==> config.mk <==
export PLATFORM = sky130hd
export DESIGN_NAME = aqfp_excite_seq
export DESIGN_NICKNAME = d
export VERILOG_FILES = /design/src/rtl/aqfp_excite_seq.sv
export SDC_FILE = /design/constraint.sdc
export NUM_CORES = 1
export LEC_CHECK = 0
export ABC_CLOCK_PERIOD_IN_PS = 6300
export BUFFER_PORTS_ARGS = -buffer_cell sky130_fd_sc_hd__clkbuf_2
export CELL_PAD_IN_SITES_DETAIL_PLACEMENT = 1
export CELL_PAD_IN_SITES_GLOBAL_PLACEMENT = 1
export CORE_UTILIZATION = 48
export CTS_BUF_LIST = sky130_fd_sc_hd__clkbuf_4
export CTS_CLUSTER_DIAMETER = 50
export DETAILED_ROUTE_END_ITERATION = 12
export GPL_TIMING_DRIVEN = 0
export PLACE_DENSITY_LB_ADDON = 0.08
export SLEW_MARGIN = 25
export SYNTH_ARGS = -nofsm -noshare
export SYNTH_HDL_FRONTEND = slang
export SYNTH_SLANG_ARGS = --single-unit
==> constraint.sdc <==
create_clock -name clk -period 6.3 [get_ports clk]
set_clock_uncertainty 0.2 [all_clocks]
set_input_delay 0.63 -clock clk [delete_from_list [all_inputs] [get_ports clk]]
set_output_delay 0.63 -clock clk [all_outputs]
set_load 0.02 [all_outputs]
==> src/rtl/aqfp_excite_seq.sv <==
// aqfp_excite_seq: DC-bias warm-up plus 4-phase AC excitation sequencer
// for one AQFP gate pipeline under test, with output capture.
module aqfp_excite_seq #(
   parameter int DATA_W   = 8,
   parameter int DEPTH_W  = 6,
   parameter int WARM_CYC = 4,
   parameter int PH_DIV   = 2
) (
   input  logic               clk,
   input  logic               rst,
   input  logic               start,
   input  logic               abort,
   input  logic [DEPTH_W-1:0] depth,
   input  logic [DATA_W-1:0]  vec_in,
   input  logic [DATA_W-1:0]  dout_smp,
   output logic               busy,
   output logic               done,
   output logic               dc_en,
   output logic [3:0]         xclk,
   output logic [DATA_W-1:0]  din_drv,
   output logic [DATA_W-1:0]  result
);

   typedef enum logic [1:0] {
      IDLE,
      WARM,
      RUN,
      DONE
   } state_t;

   localparam logic [7:0] WLAST = 8'(WARM_CYC - 1);
   localparam logic [7:0] DLAST = 8'(PH_DIV - 1);
   localparam logic [DEPTH_W-1:0] D_ONE = DEPTH_W'(1);

   state_t             state;
   logic [7:0]         wcnt;
   logic [7:0]         dcnt;
   logic [DEPTH_W-1:0] pcnt;
   logic [DEPTH_W-1:0] depth_q;
   logic [1:0]         pidx;
   logic [1:0]         nidx;
   logic               ph_end;
   logic               last_ph;

   // next phase index and end-of-phase / last-phase decode
   always_comb begin
      nidx    = pidx + 2'd1;
      ph_end  = (dcnt == DLAST);
      last_ph = (pcnt == depth_q - D_ONE);
   end

   // sequencer FSM; all drives are registered so they change only on edges
   always_ff @(posedge clk or posedge rst) begin
      if (rst) begin
         state   <= IDLE;
         wcnt    <= '0;
         dcnt    <= '0;
         pcnt    <= '0;
         pidx    <= '0;
         depth_q <= '0;
         busy    <= 1'b0;
         done    <= 1'b0;
         dc_en   <= 1'b0;
         xclk    <= '0;
         din_drv <= '0;
         result  <= '0;
      end else if (abort && (state == WARM || state == RUN)) begin
         state   <= IDLE;
         busy    <= 1'b0;
         dc_en   <= 1'b0;
         xclk    <= '0;
         din_drv <= '0;
      end else begin
         case (state)
            IDLE: begin
               if (start) begin
                  state   <= WARM;
                  busy    <= 1'b1;
                  dc_en   <= 1'b1;
                  din_drv <= vec_in;
                  depth_q <= (depth == '0) ? D_ONE : depth;
                  wcnt    <= '0;
               end
            end
            WARM: begin
               if (wcnt == WLAST) begin
                  state <= RUN;
                  xclk  <= 4'b0001;
                  pidx  <= '0;
                  pcnt  <= '0;
                  dcnt  <= '0;
               end else begin
                  wcnt <= wcnt + 8'd1;
               end
            end
            RUN: begin
               if (!ph_end) begin
                  dcnt <= dcnt + 8'd1;
               end else if (last_ph) begin
                  state  <= DONE;
                  result <= dout_smp;
                  done   <= 1'b1;
                  busy   <= 1'b0;
                  dc_en  <= 1'b0;
                  xclk   <= '0;
               end else begin
                  dcnt <= '0;
                  pidx <= nidx;
                  pcnt <= pcnt + D_ONE;
                  xclk <= 4'b0001 << nidx;
               end
            end
            DONE: begin
               state   <= IDLE;
               done    <= 1'b0;
               din_drv <= '0;
            end
            default: state <= IDLE;
         endcase
      end
   end

endmodule

==> impl_metrics.yaml, run 1 <==
run_status:
  status: "finished clean"
detailed_routing:
  via_per_inst: 5.502
  drc: 0
  post_drt_wl_per_cell_um: 14.97
  routed_wl_um: 6076
  num_vias: 2234
  drt_iter0_drc: 62
  first_pass_iters: 4
  ant_nets: 0
die:
  core_area_um2: 5574
  rows: 27
  fp.dieH_um: 78.69
  die_w_um: 78.69
  die-area_um2: 6191
  start_util_pct: 50.64
  ios: 49
worst_hold_path:
  hold_class: "primary input to flop"
  hold_end: "result[1]"
  hp-start: "dout_smp[1]"
  holdPathStages: 2
setup_path:
  reg2reg_depth: 8
  endpoint_kind: "flop"
  timing.rr.start: "state[0]"
  arrival_ps: 2790
  cp_max_fo: 6
  r2r_end: "pcnt[5]"
  worst_setup_path_start_kind: "flop"
  ff2ff_setup_slack_ps: 3620
  worstSetupPathType: "flop to flop"
  cp.required_ps: 6410
clock_network:
  cts_buffer_depth: 2
  root_buffer: "clkbuf_4"
  clk_latency_ps: 370
  cts_sinks: 54
  htreeDepth: 2
  cts_tree: "built"
  numCtsBuffers: 5
  cts_setup_buffers: 0
  clk_pin_slew_ps: 150
global_route:
  grt_overflow: 0
  grt_use_total_pct: 22.01
  grt_pass1_wl_um: 10660
  grt_pass1_vias: 2312
  grt_max_degree: 51
  antenna_found_initial: 0
sta:
  relSlewSlack_pct: 46.46
  slew_viol_final: 0
  finalCriticalPeriod_ps: 2679
  min_period_over_period_pct: 42.52
  max_slew.worst_pin.slew_ps: 797.0
  rsz0062_at_grt: "no"
  setup_viol: 0
  max_freq_ghz: 0.3733
  hold_violations: 0
  setup_tns_ps: 0
finish:
  layout-drive-gt1-share_pct: 21.56
  final_net_count: 372
  diodes: 0
  num-fill-cells: 654
  final_common_cell: "dfrtp_1"
  fin_util_pct: 58.16
  syn2layout_area_growth_pct: 14.85
  most-common-layout-cells: "dfrtp_1 (54), clkbuf_2 (48), nand2_1 (21), o21ai_0 (21), inv_1 (20)"
synth:
  syn-num-nets: 315
  syn_area_per_cell_um2: 10.23
  syn_area_um2: 2823
  ys_warn_count: 0
  synth.distinct_cells: 44
  synth-seq-cells: 54
  synthCells: 276
  yosysSeqAreaShare_pct: 47.87
power_and_ir_drop:
  total_power_w: 0.001294
  p_per_area_nw_per_um2: 399.2
  power.leakage_nw: 1.561
  ir_drop_uv: 221.7
placement:
  hpwl_um: 4655
  place.gp.congestion: 0.7644
  io_buffers: 48
run:
  drv_cap: 0
cell families after synthesis:
logic type               after synthesis  share of synthesized area, %
AND/OR/NAND/NOR                       94                         18.13
AO/OA/AOI/OAI                         59                         13.39
flip-flops                            54                         47.87
buffers and inverters                 25                         3.724
multiplexers                          18                         7.092
XOR/XNOR                              13                         4.034
adder cells (fa/ha/maj)               13                         5.763
state kept, by name (all words and copies together) (netlist names):
signal,flops
dc_en,1
dcnt,8
depth_q,6
din_drv,8
done,1
pcnt,6
pidx,2
result,8
state,2
wcnt,8
xclk,4
cells in the mapped netlist:
cell type / count / area, µm²
buf_4: 1 / 7.510
o31ai_1: 3 / 22.52
mux2i_1: 2 / 20.02
nand2b_1: 5 / 31.28
or4_4: 1 / 11.26
ha_1: 13 / 162.7
nand3_2: 1 / 10.01
a22o_1: 2 / 17.52
a32o_1: 3 / 30.03
a21oi_1: 14 / 70.07
nor2_1: 19 / 71.32
a21o_1: 1 / 7.510
nor3_2: 2 / 20.02
o31ai_2: 1 / 12.51
dfrtp_1: 54 / 1351
xor2_1: 10 / 87.58
or3_1: 2 / 12.51
and3_1: 3 / 18.77
a31oi_1: 3 / 18.77
o21ai_0: 21 / 105.1
inv_1: 21 / 78.83
a21boi_1: 1 / 7.510
or2b_1: 1 / 7.510
or4_1: 2 / 15.01
nand2_1: 21 / 78.83
mux2_2: 6 / 67.56
mux2_1: 10 / 112.6
a41oi_1: 1 / 8.760
o2111ai_2: 1 / 15.01
nor4_1: 1 / 6.260
buf_6: 1 / 11.26
o211ai_1: 1 / 7.510
o21a_1: 4 / 30.03
nand4_1: 5 / 31.28
o41ai_1: 1 / 8.760
nor4b_2: 2 / 30.03
o22ai_1: 1 / 6.260
o211a_1: 1 / 10.01
nand3_1: 17 / 85.08
xnor2_1: 3 / 26.28
clkbuf_1: 2 / 7.510
nor3_1: 8 / 40.04
and2_1: 3 / 18.77
nor4b_4: 1 / 23.77
power by group:
group / internal, W / leakage [nW] / switching (W) / total [W]
clock: 0.0000401 / 0.0277 / 0.000104 / 0.000144
sequential: 0.000435 / 0.718 / 0.0000817 / 0.000516
combinational: 0.000236 / 0.815 / 0.000398 / 0.000633
total: 0.000711 / 1.56 / 0.000583 / 0.00129
final cells by class:
class	count	area [µm²]	area share, %
buffer	4	26.28	0.8105
tap	72	90.09	2.779
sequential	54	1351	41.68
inverter	21	81.33	2.509
clock buffer	5	37.54	1.158
multi-input combinational	197	1366	42.15
timing repair buffer	50	277.8	8.568
clock inverter	3	11.26	0.3474
worst max path at each step:
stage                     from  endpoint  slack, ps  cells after the start
finish                state[0]   pcnt[5]       3620                      8
CTS                   state[0]   pcnt[5]       3600                      8
global route          state[0]   pcnt[2]       3410                      9
floorplan           depth_q[2]   pcnt[3]       3930                      7
detailed placement    state[0]   pcnt[5]       3610                      8
global placement           rst   wcnt[7]       3440                      2
critical path, cell delays in order (launching register included):
cell and delay [ps]:
dfrtp_1 420, inv_1 80, ha_1 300, inv_1 230
a21oi_1 180, nor3_2 380, o31ai_2 170, or4_1 500
a21oi_1 170
through the flow:
step	worst slack, ps	hold slack [ps]	instances	area, µm²
3_5_place_dp	3609	284.1	397	3183
3_3_place_gp	3439	273.1	396	3153
4_1_cts	3601	248.0	406	3242
6_report	3621	260.4	406	3242
5_1_grt	3406	240.8	406	3242
2_1_floorplan	3934	270.2	276	2823
repair_timing:
action,CTS,global route
setup endpoints to repair,0,0
hold buffers,1,0
resized for setup,0,0
endpoints found under the hold margin,4,0
routing by layer:
layer	global-route usage (%)	vias up	wire length (µm)	share of wire (%)
met5	0	-	0	0
met4	5.556	0	56	0.92
met3	4.419	7	170	2.8
met2	36.78	33	2988	49
met1	29.09	1101	2861	47
li1	-	1093	-	-
Note: power is estimated with default switching activity, not from simulation.
==> run 2: changes to the inputs <==
ABC_CLOCK_PERIOD_IN_PS = 2750   (was 6300)
CORE_UTILIZATION = 45   (was 48)
clock period = 2.75 ns   (was 6.3 ns; I/O delays follow)
==> impl_metrics.yaml, run 2 (same netlist as run 1, synthesis figures left out) <==
clock_network:
  cts_buffer_depth: 2
  clk_pin_slew_ps: 150
  clk_latency_ps: 380
  cts_sinks: 54
  cts_tree: "built"
  root_buffer: "clkbuf_4"
  numCtsBuffers: 5
  htreeDepth: 2
setup_path:
  crit_buf_inv: 1
  critPathMaxStageDelay_ps: 550
  r2r_end: "pcnt[2]"
  arrival_ps: 2720
  worstSetupPathType: "flop to flop"
  cp.required_ps: 2820
  crit_chain: "or4_4, nor3_1, o2111ai_2, o31ai_2, buf_6, nor2_1, mux2_1"
  crit_family: "simple AND/OR/NAND/NOR gates"
  reg2reg_depth: 7
  timing.rr.start: "depth_q[2]"
  worst_setup_path_start_kind: "flop"
  slowest_stage: "or4_4"
  ff2ff_setup_slack_ps: 100
  cp_max_fo: 10
  endpoint_kind: "flop"
power_and_ir_drop:
  ir_drop_uv: 472.0
  switchingPower_w: 0.001414
  pwr-share-comb_pct: 49.0
  p_per_area_nw_per_um2: 904.5
  power.leakage_nw: 1.680
  p_seq_share_pct: 37.2
  swShare_pct: 44.20
  intPower_w: 0.001785
  power.share.clock_pct: 13.8
placement:
  hpwl_um: 4706
  place_inst: 400
  place.gp.congestion: 0.7765
  placed_area_um2: 3179
  io_buffers: 48
sta:
  min_period_over_period_pct: 96.37
  hold_violations: 0
  rsz0062_at_grt: "yes"
  finalCriticalPeriod_ps: 2650
  setup_viol: 0
  max_slew.worst_pin.slew_ps: 615.1
  relSlewSlack_pct: 58.68
  worst_hold_slack_ps: 164.8
  max_freq_ghz: 0.3773
  slew_viol_final: 0
die:
  ios: 49
  die_w_um: 81.20
  rows: 28
  die-area_um2: 6593
  fp.dieH_um: 81.20
  start_util_pct: 47.12
  core_area_um2: 5991
detailed_routing:
  drt_iter0_drc: 67
  num_vias: 2355
  drc: 0
  via_per_inst: 5.451
  ant_nets: 0
  first_pass_iters: 4
  post_drt_wl_per_cell_um: 15.59
  routed_wl_um: 6735
global_route:
  grt_use_total_pct: 23.12
  grt_pass1_vias: 2464
  grt_overflow: 0
  antenna_found_initial: 0
  grt_max_degree: 36
  grt_pass1_wl_um: 11540
finish:
  most-common-layout-cells: "dfrtp_1 (54), clkbuf_2 (48), dlygate4sd3_1 (23)"
  num-fill-cells: 690
  final_net_count: 395
  syn2layout_area_growth_pct: 25.31
  final_common_cell: "dfrtp_1"
  layout-drive-gt1-share_pct: 22.69
  postLayoutCellArea_um2: 3537
  diodes: 0
  fin_cells: 432
run:
  drv_cap: 0
worst_hold_path:
  hold_end: "dc_en"
  hp-start: "start"
  hold_class: "primary input to flop"
  holdPathStages: 4
run_status:
  status: "finished clean"
run 2: cell count changes in the layout (fill, tap and decap cells not counted), sizes merged:
cell,before,now
buf,3,4
bufinv,0,1
clkinv,3,2
dlygate4sd3,1,23
run 2: metrics by stage:
| stage | setup TNS, ps | util [%] | power (W) | worst slack (ps) |
|---|---|---|---|---|
| floorplan | 0 | - | 0.002239 | 383.5 |
| global placement | 0 | 52.69 | 0.002610 | 126.9 |
| detailed placement | 0 | 53.07 | 0.002673 | 43.28 |
| CTS | 0 | 58.31 | 0.003175 | 61.77 |
| global route | -49.41 | 59.04 | 0.003452 | -49.41 |
| finish | 0 | 59.04 | 0.003199 | 99.76 |
run 2: worst max-delay path by stage:
stage	start	end	slack [ps]	depth (start not counted)
6_report	depth_q[2]	pcnt[2]	100	7
3_5_place_dp	dcnt[1]	pcnt[5]	40	8
3_3_place_gp	state[0]	pcnt[2]	130	9
2_1_floorplan	depth_q[2]	pcnt[3]	380	7
4_1_cts	state[0]	pcnt[2]	60	9
5_1_grt	depth_q[2]	pcnt[2]	-50	7
run 2: worst register-to-register path: stages, from the launching register on:
cell       delay, ps
dfrtp_1          490
or4_4            550
nor3_1           190
o2111ai_2        200
o31ai_2          380
buf_6            190
nor2_1            50
mux2_1           300
run 2: cell type report:
cell class              count  area [µm²]  area share, %
well taps                  75       93.84          2.653
flip-flops and latches     54        1351          38.20
clock buffers               5       37.54          1.061
clock inverters             3       40.04          1.132
inverters                  21       81.33          2.299
multi-input cells         197        1409          39.83
plain buffers               4       26.28         0.7428
repair buffers             73       498.0          14.08
run 2: layer usage:
| metal | GRT usage, % | vias to the layer above | share of wire [%] |
|---|---|---|---|
| met4 | 8.393 | 0 | 1.2 |
| met1 | 29.55 | 1171 | 45 |
| li1 | - | 1140 | - |
| met2 | 39.24 | 36 | 51 |
| met5 | 0 | - | 0 |
| met3 | 3.820 | 8 | 2.9 |
run 2: timing repair:
| item | 4_1_cts | 5_1_grt |
|---|---|---|
| setup endpoints to repair | 2 | 19 |
| buffers inserted | 0 | 1 |
| cloned | 0 | 0 |
| resized for setup | 1 | 7 |
| pin swaps | 1 | 1 |
| hold buffers | 23 | 0 |
| hold endpoints to repair | 76 | 0 |
run 2: power groups by stage:
stage               clock (W)  sequential (W)  combinational, W
floorplan                   0         0.00127          0.000968
global placement            0         0.00119           0.00142
detailed placement          0         0.00120           0.00147
CTS                  0.000462         0.00119           0.00153
global route         0.000485         0.00122           0.00175
finish               0.000442         0.00119           0.00157
==> run 3: changes to the inputs <==
SETUP_SLACK_MARGIN = 0.1   (was unset)
==> impl_metrics.yaml, run 3 (same netlist as run 1, synthesis figures left out) <==
power_and_ir_drop:
  total_power_w: 0.003449
  intPower_w: 0.001893
  p_per_area_nw_per_um2: 945.1
  p_seq_share_pct: 34.8
  swShare_pct: 45.13
  switchingPower_w: 0.001557
  pwr-share-comb_pct: 52.2
  power.leakage_nw: 1.732
  ir_drop_uv: 502.9
  power.share.clock_pct: 13.0
clock_network:
  htreeDepth: 2
  clk_pin_slew_ps: 160
  root_buffer: "clkbuf_4"
  cts_tree: "built"
  clk_latency_ps: 380
  cts_sinks: 54
  numCtsBuffers: 5
  cts_buffer_depth: 2
finish:
  final-seq-area_um2: 1353
  multi_input_area_um2: 1460
  final_net_count: 403
  syn2layout_area_growth_pct: 29.30
  diodes: 0
  num-fill-cells: 679
  most-common-layout-cells: "dfrtp_1 (53), clkbuf_2 (48), dlygate4sd3_1 (23)"
  final_common_cell: "dfrtp_1"
  fin_util_pct: 60.92
  layout-drive-gt1-share_pct: 26.03
die:
  die-area_um2: 6593
  die_w_um: 81.20
  rows: 28
  core_area_um2: 5991
  ios: 49
  start_util_pct: 47.12
  fp.dieH_um: 81.20
global_route:
  grt_use_total_pct: 22.94
  grt_overflow: 0
  antenna_found_initial: 0
  grt_pass1_wl_um: 11450
  grt_pass1_vias: 2463
  grt_max_degree: 36
detailed_routing:
  met1_length_um: 3215
  via_per_inst: 5.470
  dr_wl_met2_um: 3819
  post_drt_wl_per_cell_um: 16.70
  first_pass_iters: 4
  dr_wl_met3_um: 234
  num_vias: 2407
  routed_wl_um: 7347
  highest_layer: "met4"
  drc: 0
  drt_iter0_drc: 116
  ant_nets: 0
setup_path:
  arrival_ps: 2750
  worst_setup_path_start_kind: "flop"
  cp_max_fo: 10
  worstSetupPathType: "flop to flop"
  endpoint_kind: "flop"
  cp.required_ps: 2820
sta:
  setup_viol: 0
  worst_hold_slack_ps: 153.4
  max_slew.worst_pin.slew_ps: 620.8
  layout_setup_ws_ps: 73.79
  finalCriticalPeriod_ps: 2676
  max_freq_ghz: 0.3737
  hold_violations: 0
  slew_viol_final: 0
  relSlewSlack_pct: 58.30
  min_period_over_period_pct: 97.32
placement:
  place.gp.congestion: 0.7765
  io_buffers: 48
  place_ws_ps: 43.28
  hpwl_um: 4706
worst_hold_path:
  hold_class: "primary input to flop"
run_status:
  status: "finished clean"
run:
  drv_cap: 0
## run 3: cell type report
type	count	share of cell area (%)
Multi-Input combinational cell	197	40.01
Clock inverter	3	1.097
Buffer	4	0.7199
Inverter	21	2.228
Clock buffer	5	1.028
Timing Repair Buffer	81	15.29
Sequential cell	54	37.06
Tap cell	75	2.571
## run 3: path summary, 6_finish.rpt
kind	from	end	slack [ps]	cells after the start
max	depth_q[2]	pcnt[2]	70	7
min	abort	state[1]	150	4
max reg2reg	depth_q[2]	pcnt[2]	70	7
min reg2reg	xclk[2]	xclk[2]	310	1
max in group asynchronous	rst	depth_q[2]	1700	4
min in group asynchronous	rst	dcnt[1]	170	3
## run 3: critical path, stage by stage (launching register included)
cell and delay (ps):
dfrtp_2 480, or4_4 550, nor3_2 200, o2111ai_4 230, o31ai_4 390, buf_6 180, nor2_1 50, mux2_1 300
## run 3: per-stage QoR
step                      instances  area (µm²)  TNS (ps)
after floorplan                 276        2823         0
after global placement          399        3157         0
after detailed placement        400        3179         0
after CTS                       431        3512         0
after global routing            440        3650    -12.46
final                           440        3650         0
## run 3: per-layer routing
metal  track usage [%]  vias to the layer above
met1             28.72                     1206
met2             39.58                       46
met3             3.820                        6
met4             8.393                        0
li1                  -                     1149
met5                 0                        -
## run 3: what timing repair did
action	4_1_cts	5_1_grt
buffers inserted	0	9
setup endpoints to repair	11	19
pin swaps	1	3
resized for setup	5	13
hold endpoints to repair	76	0
hold buffers	23	0
## run 3: power by group through the flow
stage               combinational, W  clock, W  sequential, W
floorplan                   0.000968         0        0.00127
global placement             0.00142         0        0.00119
detailed placement           0.00147         0        0.00120
CTS                          0.00155  0.000462        0.00119
global route                 0.00199  0.000485        0.00122
finish                       0.00180  0.000450        0.00120
